**config.mk**
```make
export PLATFORM = sky130hd
export DESIGN_NAME = seq_divider
export DESIGN_NICKNAME = d
export VERILOG_FILES = /design/src/rtl/seq_arith_pkg.sv /design/src/rtl/seq_div_step.sv /design/src/rtl/seq_divider.sv
export SDC_FILE = /design/constraint.sdc
export NUM_CORES = 1
export LEC_CHECK = 0
export CELL_PAD_IN_SITES_DETAIL_PLACEMENT = 1
export CELL_PAD_IN_SITES_GLOBAL_PLACEMENT = 2
export CORE_UTILIZATION = 32
export CTS_CLUSTER_DIAMETER = 100
export DETAILED_ROUTE_END_ITERATION = 16
export PLACE_DENSITY_LB_ADDON = 0.1
export SETUP_SLACK_MARGIN = 0.2
export SLEW_MARGIN = 0
export SYNTH_ARGS = -nofsm -noshare
export SYNTH_HDL_FRONTEND = slang
export SYNTH_SLANG_ARGS = --single-unit
```
**constraint.sdc**
```tcl
create_clock -name clk -period 2.7 [get_ports clk]
set_clock_uncertainty 0.05 [all_clocks]
set_input_delay 0.81 -clock clk [delete_from_list [all_inputs] [get_ports clk]]
set_output_delay 0.81 -clock clk [all_outputs]
set_load 0.005 [all_outputs]
```
**src/rtl/seq_arith_pkg.sv**
```systemverilog
// Shared definitions for the sequential multiplier/divider pair.
package seq_arith_pkg;

  localparam int DEFAULT_BIT_LEN = 4;

  typedef enum logic [1:0] {
    IDLE = 2'd0,
    RUN  = 2'd1,
    DONE = 2'd2
  } seq_state_e;

endpackage

```
**src/rtl/seq_div_step.sv**
```systemverilog
// One restoring-division step: shift in the next dividend bit, then
// subtract the divisor when the shifted partial remainder can absorb it.
module seq_div_step
  import seq_arith_pkg::*;
#(
  parameter int BIT_LEN = DEFAULT_BIT_LEN
) (
  input  logic [BIT_LEN-1:0] prem_in,
  input  logic               dvd_msb,
  input  logic [BIT_LEN-1:0] divisor,
  output logic [BIT_LEN-1:0] prem_out,
  output logic               q_bit
);

  logic [BIT_LEN:0] shifted;

  assign shifted = {prem_in, dvd_msb};
  assign q_bit   = (shifted >= {1'b0, divisor});
  // prem_in < divisor keeps the difference within BIT_LEN bits.
  assign prem_out = q_bit ? BIT_LEN'(shifted - {1'b0, divisor}) : shifted[BIT_LEN-1:0];

endmodule

```
**src/rtl/seq_divider.sv**
```systemverilog
// Sequential restoring divider, one quotient bit per enabled clock.
// Define SEQ_DIV_SIGNED_EN for two's-complement operands (truncating division).
//
// state | meaning
// IDLE  | no division since reset
// RUN   | iterating, one step per enabled cycle
// DONE  | quotient/remainder valid
module seq_divider
  import seq_arith_pkg::*;
#(
  parameter int BIT_LEN = DEFAULT_BIT_LEN
) (
  input  logic                 clk,
  input  logic                 reset,
  input  logic                 load,
  input  logic                 enable,
  input  logic [2*BIT_LEN-1:0] dividend,
  input  logic [BIT_LEN-1:0]   divisor,
  output logic [2*BIT_LEN-1:0] quotient,
  output logic [BIT_LEN-1:0]   remainder,
  output logic                 busy,
  output logic                 done,
  output logic                 div_by_zero
);

  localparam int DW    = 2 * BIT_LEN;
  localparam int CNT_W = $clog2(DW);

  seq_state_e         state, state_nxt;
  logic [CNT_W-1:0]   count, count_nxt;
  logic [BIT_LEN-1:0] prem, prem_nxt;
  logic [DW-1:0]      dvd, dvd_nxt;
  logic [BIT_LEN-1:0] dsr, dsr_nxt;
  logic [DW-1:0]      quot_nxt;
  logic [BIT_LEN-1:0] rem_nxt;
  logic               dbz_nxt;

  logic [BIT_LEN-1:0] step_prem;
  logic               step_q;
  logic [DW-1:0]      q_raw;
  logic [BIT_LEN-1:0] r_raw;
  logic [DW-1:0]      dvd_mag;
  logic [BIT_LEN-1:0] dsr_mag;
  logic [DW-1:0]      q_fin;
  logic [BIT_LEN-1:0] r_fin;

  seq_div_step #(.BIT_LEN(BIT_LEN)) u_step (
    .prem_in (prem),
    .dvd_msb (dvd[DW-1]),
    .divisor (dsr),
    .prem_out(step_prem),
    .q_bit   (step_q)
  );

  // Quotient bits shift into the low end of the dividend register as it drains.
  assign q_raw = {dvd[DW-2:0], step_q};
  assign r_raw = step_prem;

`ifdef SEQ_DIV_SIGNED_EN
  logic dvd_neg_r, dsr_neg_r;

  assign dvd_mag = dividend[DW-1] ? -dividend : dividend;
  assign dsr_mag = divisor[BIT_LEN-1] ? -divisor : divisor;

  always_ff @(posedge clk) begin
    if (reset) begin
      dvd_neg_r <= 1'b0;
      dsr_neg_r <= 1'b0;
    end else if (load) begin
      dvd_neg_r <= dividend[DW-1];
      dsr_neg_r <= divisor[BIT_LEN-1];
    end
  end

  // Most-negative / -1 wraps naturally: magnitude and its negation coincide.
  assign q_fin = (dvd_neg_r ^ dsr_neg_r) ? -q_raw : q_raw;
  assign r_fin = dvd_neg_r ? -r_raw : r_raw;
`else
  assign dvd_mag = dividend;
  assign dsr_mag = divisor;
  assign q_fin   = q_raw;
  assign r_fin   = r_raw;
`endif

  always_comb begin
    state_nxt = state;
    count_nxt = count;
    prem_nxt  = prem;
    dvd_nxt   = dvd;
    dsr_nxt   = dsr;
    quot_nxt  = quotient;
    rem_nxt   = remainder;
    dbz_nxt   = div_by_zero;

    if (load) begin
      count_nxt = '0;
      if (divisor == '0) begin
        state_nxt = DONE;
        quot_nxt  = '1;
        rem_nxt   = dividend[BIT_LEN-1:0];
        dbz_nxt   = 1'b1;
      end else begin
        state_nxt = RUN;
        prem_nxt  = '0;
        dvd_nxt   = dvd_mag;
        dsr_nxt   = dsr_mag;
        dbz_nxt   = 1'b0;
      end
    end else begin
      unique case (state)
        RUN: begin
          if (enable) begin
            prem_nxt  = step_prem;
            dvd_nxt   = q_raw;
            count_nxt = count + CNT_W'(1);
            if (count == CNT_W'(DW - 1)) begin
              state_nxt = DONE;
              quot_nxt  = q_fin;
              rem_nxt   = r_fin;
            end
          end
        end
        default: ;
      endcase
    end
  end

  always_ff @(posedge clk) begin
    if (reset) begin
      state       <= IDLE;
      count       <= '0;
      prem        <= '0;
      dvd         <= '0;
      dsr         <= '0;
      quotient    <= '0;
      remainder   <= '0;
      div_by_zero <= 1'b0;
    end else begin
      state       <= state_nxt;
      count       <= count_nxt;
      prem        <= prem_nxt;
      dvd         <= dvd_nxt;
      dsr         <= dsr_nxt;
      quotient    <= quot_nxt;
      remainder   <= rem_nxt;
      div_by_zero <= dbz_nxt;
    end
  end

  assign busy = (state == RUN);
  assign done = (state == DONE);

endmodule

```
After elaboration in Yosys (flattened, before gate mapping)
Cells that the tools add are included.
{"block": "op_classes", "addsub": 2, "n_lt_le_gt_ge": 1, "n_eq_ne": 5, "n_mux": 25, "n_bitwise": 1, "reduce_logical": 10}
{"cell": "two-way mux 8 bit", "count": 9}
{"cell": "two-way mux 4 bit", "count": 10}
{"cell": "two-way mux 2 bit", "count": 5}
{"cell": "AND reduction 3 bit", "count": 2}
{"cell": "nonzero test 2 bit", "count": 3}
{"cell": ">= comparator 5 x 4 -> 1 bit", "count": 1}
{"cell": "zero test 4 bit", "count": 1}
{"cell": "AND reduction 2 bit", "count": 2}
{"cell": "AND reduction 4 bit", "count": 1}
{"cell": "subtractor 4 bit", "count": 1}
{"cell": "adder 3 x 1 -> 3 bit, second input constant", "count": 1}
{"cell": "== test 3 bit, second input constant", "count": 1}
{"cell": "== test 2 x 1 -> 1 bit, second input constant", "count": 1}
{"cell": "== test 2 bit, second input constant", "count": 1}
{"cell": "!= test 2 x 1 -> 1 bit, second input constant", "count": 1}
{"cell": "!= test 2 bit, second input constant", "count": 1}
{"cell": "OR reduction 2 bit", "count": 1}
{"cell": "two-way mux 1 bit", "count": 1}
{"cell": "inverter 1 bit", "count": 1}
{"block": "word_totals", "register_bits": 34, "in_bits": 16, "out_inout_bits": 15, "elab_cells": 52}

Logic depth before layout (Yosys ltp)
{"block": "logic_depth", "word_depth": 6, "depth_mapped": 8, "ltp_nobuf": 8}

Cells and area by module
Synthesis repeated with hierarchy kept, for this count alone.
{"block": "unflattened", "cells_unflattened": 169, "hier_area_um2": 1659.1}
{"module": "seq_divider", "n_inst": 1, "cells_each": 141, "area_per_inst_um2": 1435.1}
{"module": "seq_div_step", "n_inst": 1, "cells_each": 28, "area_per_inst_um2": 224.0}

Least setup slack after synthesis
Ideal clock, no wire load.
{"block": "synth_path", "path_type": "input to register", "start": "input port load", "end": "register quotient[1]", "setup_time_ns": 0.119, "arrival_ns": 1.905, "required_ns": 2.531, "path_slack_ns": 0.627, "path_stages": 6, "path_buffers": 2, "cell_sequence": "clkbuf_1 inv_1 nor2_2 nor2_1 buf_2 o221a_2"}
{"block": "synth_between", "elab_chain_len": 2, "elab_cells_between_ends": 6, "classes_between": "eq/ne: 1; mux: 1; reduce/logical: 4"}
{"item": "start, declared", "line": "seq_divider.sv:15", "text": "input logic load,"}
{"item": "!= test 2 x 1 -> 1 bit (no source line) / nonzero test 2 bit (equally long branches)"}
{"item": "AND reduction 4 bit (no source line)"}
{"item": "end signal, assigned", "line": "seq_divider.sv:144", "text": "quotient <= quot_nxt;"}
{"item": "end, declared", "line": "seq_divider.sv:19", "text": "output logic [2*BIT_LEN-1:0] quotient,"}
Several ways; a longest one is shown, not always the timed one.
A chain may end at the register's enable or synchronous reset.

Final worst setup path
{"block": "layout_path", "start": "input port divisor[1]", "end": "register remainder[1]"}
{"block": "layout_between", "elab_chain_len": 3}
{"item": "start, declared", "line": "seq_divider.sv:18", "text": "input logic [BIT_LEN-1:0] divisor,"}
{"item": "zero test 4 bit", "line": "seq_divider.sv:97", "text": "if (divisor == '0) begin"}
{"item": "!= test 2 x 1 -> 1 bit (no source line)"}
{"item": "AND reduction 4 bit (no source line)"}
{"item": "end signal, assigned", "line": "seq_divider.sv:145", "text": "remainder <= rem_nxt;"}
{"item": "end, declared", "line": "seq_divider.sv:20", "text": "output logic [BIT_LEN-1:0] remainder,"}
Every way passes these cells.

==> summary.md <==
| Metric | Value |
|---|---|
| Min-Delay Path Class | reg2reg |
| Power, Total | 1317 µW |
| Gates resized, CTS repair | 0 |
| DRT Pass-1 Iters | 4 |
| Clk sinks | 34 |
| Number of nets in the layout | 234 |
| Grt total ovfl | 0 |
| Critical-path cell list | clkdlybuf4s50_1 > nor4_4 > nor2_2 > nor2_1 > buf_12 > nor2_1 > a311oi_2 |
| P&R area growth vs syn | 33.75% |
| Antenna violations before repair | 0 |
| MaxCap Viol Count | 0 |
| Post-synth cell types | 44 |
| Synth Warn # | 0 |
| Slew Limit Fails | 0 |
| Filler Cell Count | 600 |
| Fmax | 0.4300 GHz |
| Mux contribution to synthesized area | 6.543% |
| Final hold vios | 0 |
| Layout cells sized above 1 | 20.85% |
| Die ar. | 5553 µm² |
| Vias | 1449 |
| Worst r2r path cells | 7 |
| Total GRT Usage | 17.44% |
| Die Span X | 74.52 µm |
| Reg2reg end | remainder[3] |
| Status | complete, no violations |
| Hold-fix buffers, CTS | 0 |
| Hpwl dp | 3497 µm |
| Initial drt markers | 71 |
| Adder-Cell Fraction of Synth Area | 5.651% |
| Worst vdd ir | 0.2594 mV |
| Site Rows | 26 |
| R2r startpoint | dsr[1] |
| Max clock buf depth | 2 |
| Async set-or-reset flop fraction in the synthesized netlist | 0% |
| Arr. time, crit path | 2.47 ns |
| Gpl congestion | 0.7107 |
| Fin crit period | 2.325 ns |
| Number of enable flip-flop cells after synthesis | 0 |
| Hold Path Depth | 2 |
| Post-route ant nets | 0 |
| Buffers on Ports | 30 |
| Synth Area in Compound Gates | 25.58% |
| Core area | 5075 µm² |
| Top FF cell, synth | dfxtp_1 |
| Detailed-route wire length | 4486 µm |
| Post-Synth Simple-Gate Area | 16.21% |
| Post-Syn Area per Cell | 9.841 µm² |
| Reg2Reg Setup Slack | 0.52 ns |
| Max H-tree Level | 2 |
| Global-route wire length before repair | 7058 µm |
| Residual DRC | 0 |
| Setup_tns | 0 ns |
| WL/cell | 15.96 µm |
| Final setup vio count | 0 |
| Most frequent cells in the layout | dfxtp_1, clkdlybuf4s50_1, nor2_1 |
| Worst-margin pin slew | 0.5312 ns |
| Commonest non-fill, non-tap cell in the layout | dfxtp_1 |
| CP startpoint kind | input pin |
| Most frequent CP cell | nor2_1 |
| Largest family of logic cells by synthesized area | compound AO/OA/AOI/OAI gates |
| Power per cell area | 584.9 nW/µm² |
| Placed instance count | 274 |
| Clock Latency Late Sink | 0.28 ns |
| CTS Root Cell | clkbuf_8 |
| CTS tree | built |
| Seq/Total Area, Yosys | 40.45% |
| Vias in the first global route | 1441 |
| Num CTS Buffers | 5 |
| Syn_nets | 194 |
| CP max stage cell | clkdlybuf4s50_1 |
| Setup Fix Bufs, Post-CTS | 0 |
| Mapped cell area | 1683 µm² |
| Hold Path Origin | dvd[0] |
| Ports | 31 |
| CP peak stage delay | 0.46 ns |
| Crit path required time | 2.84 ns |
| Post-DR vias/cell | 5.157 |
| Initial Util | 33.16% |
| RSZ-0062 raised after global routing | no |
| CP max FO | 12 |
| Leak | 0.0008838 µW |
| Largest net degree at the start of global routing | 16 |
| Final cell count without fillers | 281 |
| Synth Area in XOR/XNOR | 1.041% |
| Clock transition at path regs | 0.07 ns |
| Final Cycle Share | 86.13% |
| # diodes | 0 |
| FF+latch count, synth | 34 |
| WHS | 0.4309 ns |
| Worst rel slew slack | 64.59% |
| Worst Hold End | dvd[0] |
| Setup crit end kind | flip-flop |
| Synthesized netlist cell count | 171 |
| Die height | 74.52 µm |
| Crit path kind | in2reg |
synth_stat cells (2+ instances only):
cell | number | area [µm²]
dfxtp_1 | 34 | 680.7
a21oi_1 | 2 | 10.01
nor2b_1 | 2 | 12.51
nand2_1 | 4 | 15.01
xor2_1 | 2 | 17.52
a21o_1 | 2 | 15.01
o31ai_2 | 3 | 37.54
nor3_1 | 5 | 25.02
a311oi_2 | 2 | 30.03
nor4b_1 | 2 | 17.52
clkbuf_1 | 6 | 22.52
nand2b_1 | 2 | 12.51
o21ai_0 | 5 | 25.02
mux2i_1 | 11 | 110.1
o211ai_2 | 2 | 25.02
nand3_1 | 3 | 15.01
o221a_2 | 7 | 78.83
a22oi_1 | 4 | 30.03
nand3b_1 | 2 | 15.01
nor2_1 | 24 | 90.09
inv_1 | 9 | 33.78
ha_1 | 6 | 75.07
buf_2 | 4 | 20.02
a211oi_1 | 8 | 60.06
worst max-delay path by stage:
stage | slack [ns] | to | depth (start not counted) | start
5_1_grt | 0.27 | remainder[1] | 7 | divisor[1]
4_1_cts | 0.35 | remainder[1] | 7 | divisor[1]
6_report | 0.37 | remainder[1] | 7 | divisor[1]
3_3_place_gp | 0.15 | remainder[1] | 7 | divisor[1]
3_5_place_dp | 0.05 | remainder[1] | 7 | divisor[1]
2_1_floorplan | 0.63 | quotient[1] | 6 | load
metal layers:
layer | track usage (%) | up-vias | share of wire [%]
li1 | - | 707 | -
met1 | 23.65 | 716 | 48
met2 | 27.53 | 21 | 48
met3 | 3.794 | 5 | 3.1
met4 | 5.660 | 0 | 0.91
met5 | 0 | - | 0
cell families (layout without fill, tap and decap cells):
group,after synthesis,count (layout)
and+or+nand+nor,51,51
AOI/OAI and AO/OA,47,47
DFF,34,34
buffers and inverters,19,59
muxes,11,11
adders and majority gates,7,7
xor gates and xnor gates,2,2
power breakdown:
part | internal, µW | switching (µW)
sequential | 534 | 23.7
clock | 295 | 182
combinational | 143 | 139
total | 973 | 344
critical path, delay by kind of cell:
kind,cells,cell delay (ns)
AND/OR/NAND/NOR,4,0.79
buffers and inverters,2,0.62
AO/OA/AOI/OAI,1,0.24
stage by stage:
step	util (%)	instance area (µm²)	setup WS, ns
2_1_floorplan	-	1683	0.6267
3_3_place_gp	42.14	2138	0.1542
3_5_place_dp	42.14	2138	0.04952
4_1_cts	44.35	2251	0.3513
5_1_grt	44.35	2251	0.2684
6_report	44.35	2251	0.3746
area by class of cell:
class / instances / area, µm² / area share, %
multi-input cells: 118 / 925.9 / 41.13
flip-flops and latches: 34 / 680.7 / 30.24
repair buffers: 43 / 410.4 / 18.23
well taps: 70 / 87.58 / 3.891
clock buffers: 6 / 82.58 / 3.669
inverters: 9 / 33.78 / 1.501
clock inverters: 1 / 30.03 / 1.334
registers in the layout, indices dropped and copies added, names as in the netlist:
register and cells:
dvd 8, quotient 8, dsr 4, prem 4, remainder 4, count 3
state 2, div_by_zero 1
Power figures use the tool's default switching activity.
